**config.mk**
```make
export PLATFORM = sky130hd
export DESIGN_NAME = calc_id_gm_seq
export DESIGN_NICKNAME = d
export VERILOG_FILES = /design/src/rtl/calc_id_gm_seq.sv
export SDC_FILE = /design/constraint.sdc
export NUM_CORES = 1
export LEC_CHECK = 0
export ABC_CLOCK_PERIOD_IN_PS = 9300
export BUFFER_PORTS_ARGS = -buffer_cell sky130_fd_sc_hd__buf_2
export CORE_MARGIN = 8
export CORE_UTILIZATION = 60
export DETAILED_ROUTE_END_ITERATION = 8
export PLACE_DENSITY_LB_ADDON = 0.08
export REMOVE_ABC_BUFFERS = 1
export SLEW_MARGIN = 10
export SYNTH_ARGS = -nofsm -noshare
export SYNTH_HDL_FRONTEND = slang
export SYNTH_SLANG_ARGS = --single-unit
```
**constraint.sdc**
```tcl
create_clock -name clk -period 9.3 [get_ports clk]
set_input_delay 0.465 -clock clk [delete_from_list [all_inputs] [get_ports clk]]
set_output_delay 0.465 -clock clk [all_outputs]
set_load 0.005 [all_outputs]
```
**src/rtl/calc_id_gm_seq.sv**
```systemverilog
// calc_id_gm_seq
// Streams a group of N_DEV square-law transistor devices, one device per beat.
// For each device it computes either the drain current ID or the
// transconductance gm (selected once per group). It then reports the largest
// per-device result, the beat index of that result, and the sum of all results.
//
// Ports
//   clk, rst                  clock; synchronous active-high reset
//   mode                      1 = drain current ID, 0 = gm (sampled on first beat)
//   v_gs, v_ds, w             unsigned device operands, W_BITS each
//   in_valid / in_ready       input beat handshake
//   out_valid / out_ready     group result handshake
//   out_max, out_idx          largest result and its 0-based beat index
//   out_sum                   sum of all results in the group
//   out_mode                  mode latched for the group
module calc_id_gm_seq #(
    parameter  int W_BITS = 3,
    parameter  int N_DEV  = 6,
    localparam int RES_W  = 3 * W_BITS + 1,
    localparam int SUM_W  = RES_W + $clog2(N_DEV),
    localparam int IDX_W  = ($clog2(N_DEV) > 1) ? $clog2(N_DEV) : 1
) (
    input  logic              clk,
    input  logic              rst,
    input  logic              mode,
    input  logic [W_BITS-1:0] v_gs,
    input  logic [W_BITS-1:0] v_ds,
    input  logic [W_BITS-1:0] w,
    input  logic              in_valid,
    output logic              in_ready,
    output logic              out_valid,
    input  logic              out_ready,
    output logic [RES_W-1:0]  out_max,
    output logic [IDX_W-1:0]  out_idx,
    output logic [SUM_W-1:0]  out_sum,
    output logic              out_mode
);

    localparam int CNT_W = $clog2(N_DEV + 1);

    typedef enum logic [1:0] {
        IDLE  = 2'd0,
        ACCUM = 2'd1,
        DRAIN = 2'd2,
        DONE  = 2'd3
    } state_t;

    state_t             r_state;
    logic [CNT_W-1:0]   r_cnt;
    logic               r_out_valid;
    logic [RES_W-1:0]   r_max;
    logic [IDX_W-1:0]   r_idx;
    logic [SUM_W-1:0]   r_sum;
    logic               r_out_mode;

    // Floor division by 3 of a non-negative product.
    function automatic logic [RES_W-1:0] div3(input logic [RES_W-1:0] x);
        return x / RES_W'(3);
    endfunction

    logic               w_accept;
    logic               w_last;
    logic               w_mode_eff;
    logic [W_BITS-1:0]  w_g_n;
    logic               w_cut;
    logic               w_tri;
    logic [RES_W-1:0]   w_g;
    logic [RES_W-1:0]   w_vds;
    logic [RES_W-1:0]   w_wd;
    logic [RES_W-1:0]   w_id_tri;
    logic [RES_W-1:0]   w_id_sat;
    logic [RES_W-1:0]   w_gm_tri;
    logic [RES_W-1:0]   w_gm_sat;
    logic [RES_W-1:0]   w_prod;
    logic [RES_W-1:0]   w_res;

    // Gating with rst keeps in_ready low during the reset cycle itself.
    assign in_ready   = !rst && ((r_state == IDLE) || (r_state == ACCUM));
    assign w_accept   = in_valid && in_ready;
    assign w_last     = (r_cnt == CNT_W'(N_DEV - 1));
    // The first beat uses the live mode; later beats use the latched one.
    assign w_mode_eff = (r_state == IDLE) ? mode : r_out_mode;

    assign w_g_n = v_gs - W_BITS'(1);
    assign w_cut = (v_gs == '0);
    assign w_tri = !w_cut && (w_g_n > v_ds);
    assign w_g   = RES_W'(w_g_n);
    assign w_vds = RES_W'(v_ds);
    assign w_wd  = RES_W'(w);

    // All products are bounded by w*g^2 < 2^(3*W_BITS), so RES_W never
    // overflows. In triode g > v_ds, so 2g - v_ds stays positive.
    assign w_id_tri = w_wd * w_vds * ((w_g << 1) - w_vds);
    assign w_id_sat = w_wd * w_g * w_g;
    assign w_gm_tri = (w_wd * w_vds) << 1;
    assign w_gm_sat = (w_wd * w_g) << 1;

    always_comb begin
        w_prod = '0;
        if (w_mode_eff) w_prod = w_tri ? w_id_tri : w_id_sat;
        else            w_prod = w_tri ? w_gm_tri : w_gm_sat;
    end

    // ---- Stage 1: undivided product, cutoff flag, beat index ----
    logic               r_vld_p1;
    logic               r_last_p1;
    logic [RES_W-1:0]   r_prod_p1;
    logic               r_cut_p1;
    logic [IDX_W-1:0]   r_idx_p1;

    always_ff @(posedge clk) begin
        if (rst) begin
            r_vld_p1  <= 1'b0;
            r_last_p1 <= 1'b0;
        end else begin
            r_vld_p1  <= w_accept;
            r_last_p1 <= w_accept && w_last;
        end
    end

    always_ff @(posedge clk) begin
        if (w_accept) begin
            r_prod_p1 <= w_prod;
            r_cut_p1  <= w_cut;
            r_idx_p1  <= r_cnt[IDX_W-1:0];
        end
    end

    // ---- Stage 2: divide, running max/index/sum, FSM ----
    logic r_last_p2;

    assign w_res = r_cut_p1 ? '0 : div3(r_prod_p1);

    always_ff @(posedge clk) begin
        if (rst) begin
            r_state     <= IDLE;
            r_cnt       <= '0;
            r_last_p2   <= 1'b0;
            r_out_valid <= 1'b0;
            r_max       <= '0;
            r_idx       <= '0;
            r_sum       <= '0;
            r_out_mode  <= 1'b0;
        end else begin
            r_last_p2 <= r_vld_p1 && r_last_p1;

            if (r_vld_p1) begin
                r_sum <= r_sum + SUM_W'(w_res);
                // Strictly greater: ties keep the earlier beat.
                if (w_res > r_max) begin
                    r_max <= w_res;
                    r_idx <= r_idx_p1;
                end
            end

            case (r_state)
                IDLE: begin
                    if (w_accept) begin
                        r_out_mode <= mode;
                        r_cnt      <= CNT_W'(1);
                        r_state    <= w_last ? DRAIN : ACCUM;
                    end
                end
                ACCUM: begin
                    if (w_accept) begin
                        r_cnt <= r_cnt + CNT_W'(1);
                        if (w_last) r_state <= DRAIN;
                    end
                end
                DRAIN: begin
                    // Last device's result has just been folded in.
                    if (r_last_p2) begin
                        r_state     <= DONE;
                        r_out_valid <= 1'b1;
                    end
                end
                DONE: begin
                    if (out_ready) begin
                        r_state     <= IDLE;
                        r_out_valid <= 1'b0;
                        r_cnt       <= '0;
                        r_max       <= '0;
                        r_idx       <= '0;
                        r_sum       <= '0;
                    end
                end
                default: r_state <= IDLE;
            endcase
        end
    end

    assign out_valid = r_out_valid;
    assign out_max   = r_max;
    assign out_idx   = r_idx;
    assign out_sum   = r_sum;
    assign out_mode  = r_out_mode;

endmodule

```
==> results.ini <==
[timing]
max_freq_mhz = 176.7
slew_headroom_pct = 40.12
timing.final.hold_violations = 0
fin_worst_skew_ps = 17.15
tns_ps = 0
setup_violations = 0
tightest_slew_ps = 892.9
setup_ws_ps = 3642
rsz0062_at_grt = false
fin_crit_ps = 5658
slew_viol_final = 0
hold_slack_ps = 410.0
final.period_utilization_pct = 60.84

[logic_synthesis]
synth-main-ff-cell = dfxtp_1
synth.distinct_cells = 66
syn_inst = 627
postSynthAreaPerCell_um2 = 8.443
synth_edf_count = 14
ys_seq_elements = 50
synthArstFlopShare_pct = 0
netlist_area_um2 = 5294
ys_seq_area_share_pct = 21.56
yosysWarnings = 0

[clocking]
htree_levels = 2
cts_hold_buf = 0
cts_tree = done
cts_root_buf = clkbuf_8
cts_buffers = 5
cts_setup_buffers = 0
ctsResizeCount = 0
clkLatencyLatePin_ps = 310
tritoncts_num_sinks = 50
clockBufferDepth = 2
path_clk_slew_ps = 110

[placement]
dp_hpwl_um = 8757
placed_area_um2 = 5553
dp.cells = 756
place.gp.congestion = 0.9125
port_buffers = 42
post-place-ws_ps = 3286

[critical_path]
worstSetupStartpointType = input pin
cp.required_ps = 9420
cp-end-kind = flop
worstPathMaxFanout = 11
ff2ff_path_depth = 22
crit_slowest_cell = a211oi_1
cp_slowest_stage_delay_ps = 740
rr_endpoint = out_sum[12]$_SDFF_PP0_
crit_end = r_prod_p1[8]$_SDFFCE_PN0P_
worstReg2RegStart = r_prod_p1[4]$_DFFE_PP_
critical_path_class = in -> reg
crit_start = v_gs[0]
cp_cell_sequence = buf_2, clkinv_1, ha_1, inv_1, ha_1, a211oi_1, nand2_1, fa_1, fa_1, fa_1, inv_1, ha_1, a21o_1, a21oi_1, o21bai_1, a21oi_1, xor2_1, a221oi_1
critPathArrivalTime_ps = 5780
ff2ff_setup_slack_ps = 3970

[detailed_routing]
num_vias = 4256
ant_nets = 0
firstDrtPassIters = 4
totalWireLength_um = 10790
routed_via_density = 5.571
drc_errors = 0
wl_per_cell_um = 14.13
drt-initial-drc-count = 155

[min_path]
hold_start = mode
hp-class = in -> reg

[layout]
post-route-util_pct = 65.43
layout-drive-gt1-share_pct = 11.28
multi_input_area_um2 = 3770
n_fill_cell = 749
finish.instance_area_um2 = 5650
regArea_um2 = 1141
final_cell_mix = inv_1 (72), ha_1 (69), nor2_1 (59)
layout_commonest_cell = inv_1
areaGrowthSynthToFinish_pct = 6.736
antenna_cells = 0
nets = 762
finalNonFillerCells = 764

[pwr]
power.total_mw = 1.091
p_leak_nw = 2.760
irDropWorstVdd_mv = 0.09104
power_density_nw_per_um2 = 193.1

[floorplanning]
initial_core_util_pct = 61.30
die_w_um = 109.9
die-area_um2 = 12080
rows = 34
io_pins = 43
dieHeight_um = 109.9
core-area_um2 = 8636

[grt]
grt_max_degree = 26
grt_pass1_wl_um = 18900
antenna_found_initial = 0
grt_pass1_vias = 4205
grtUsageTotal_pct = 18.92
grt-ovfl-total = 0

[job]
drv_cap = 0

[status]
status = completed

## cell usage after synthesis, types with 14 or more instances
| master | instances | area, µm² |
|---|---|---|
| clkbuf_1 | 17 | 63.81 |
| mux2i_1 | 20 | 200.2 |
| inv_1 | 72 | 270.3 |
| and2_1 | 18 | 112.6 |
| xnor2_1 | 18 | 157.7 |
| a21oi_1 | 48 | 240.2 |
| ha_1 | 69 | 863.3 |
| dfxtp_1 | 36 | 720.7 |
| nor2b_1 | 14 | 87.58 |
| fa_1 | 24 | 480.5 |
| edfxtp_1 | 14 | 420.4 |
| o21ai_0 | 14 | 70.07 |
| nand2_1 | 48 | 180.2 |
| nor2_1 | 59 | 221.5 |
## registers in the layout, summed over array words and instances, names as in the netlist
signal,flops
out_idx,3
out_max,10
out_mode,1
out_sum,13
out_valid,1
r_cnt,3
r_cut_p1,1
r_idx_p1,3
r_last_p1,1
r_last_p2,1
r_prod_p1,10
r_state,2
r_vld_p1,1
## worst min path at each step
| stage | endpoint | slack (ps) | cells past startpoint |
|---|---|---|---|
| 2_1_floorplan | r_last_p2$_SDFF_PP0_ | 440 | 1 |
| 3_3_place_gp | r_last_p2$_SDFF_PP0_ | 450 | 1 |
| 3_5_place_dp | r_last_p2$_SDFF_PP0_ | 450 | 1 |
| 4_1_cts | out_mode$_SDFFE_PP0P_ | 400 | 3 |
| 5_1_grt | out_mode$_SDFFE_PP0P_ | 430 | 3 |
| 6_report | out_mode$_SDFFE_PP0P_ | 410 | 3 |
## worst max-delay path, delay by kind of cell
| family | cells | cell delay [ps] |
|---|---|---|
| AND/OR/NAND/NOR | 1 | 180 |
| AO/OA/AOI/OAI | 6 | 1650 |
| XOR/XNOR | 1 | 80 |
| adder cells (fa/ha/maj) | 6 | 2710 |
| buffers and inverters | 4 | 690 |
## layer usage
metal  track usage, %  share of wire, %
met3            2.286               3.1
met2            31.93                48
met1            25.04                47
met5                0                 0
met4            4.629               1.1
## logic make-up (layout without fill, tap and decap cells)
kind of cell             count (synthesis)  count (layout)  share of synthesized area [%]
XOR/XNOR                                30              30                          4.963
buffers and inverters                   97             126                          7.350
AO/OA/AOI/OAI                          121             121                          15.13
multiplexers                            24              24                          5.058
adder cells (fa/ha/maj)                 93              93                          25.38
flip-flops                              50              50                          21.56
AND/OR/NAND/NOR                        212             212                          20.56
## layout make-up
| class | instances | share of cell area, % |
|---|---|---|
| multi-input combinational | 480 | 66.72 |
| sequential | 50 | 20.19 |
| inverter | 73 | 4.849 |
| timing repair buffer | 45 | 4.119 |
| tap | 108 | 2.392 |
| clock buffer | 5 | 1.218 |
| clock inverter | 3 | 0.5093 |
## power breakdown
group / internal (mW) / leakage [nW] / total (mW) / switching [mW]
Sequential: 0.259 / 0.425 / 0.303 / 0.0449
Clock: 0.0564 / 0.0506 / 0.137 / 0.0808
Combinational: 0.290 / 2.28 / 0.650 / 0.361
Total: 0.605 / 2.76 / 1.09 / 0.486
Note: power is estimated with default switching activity, not from simulation.
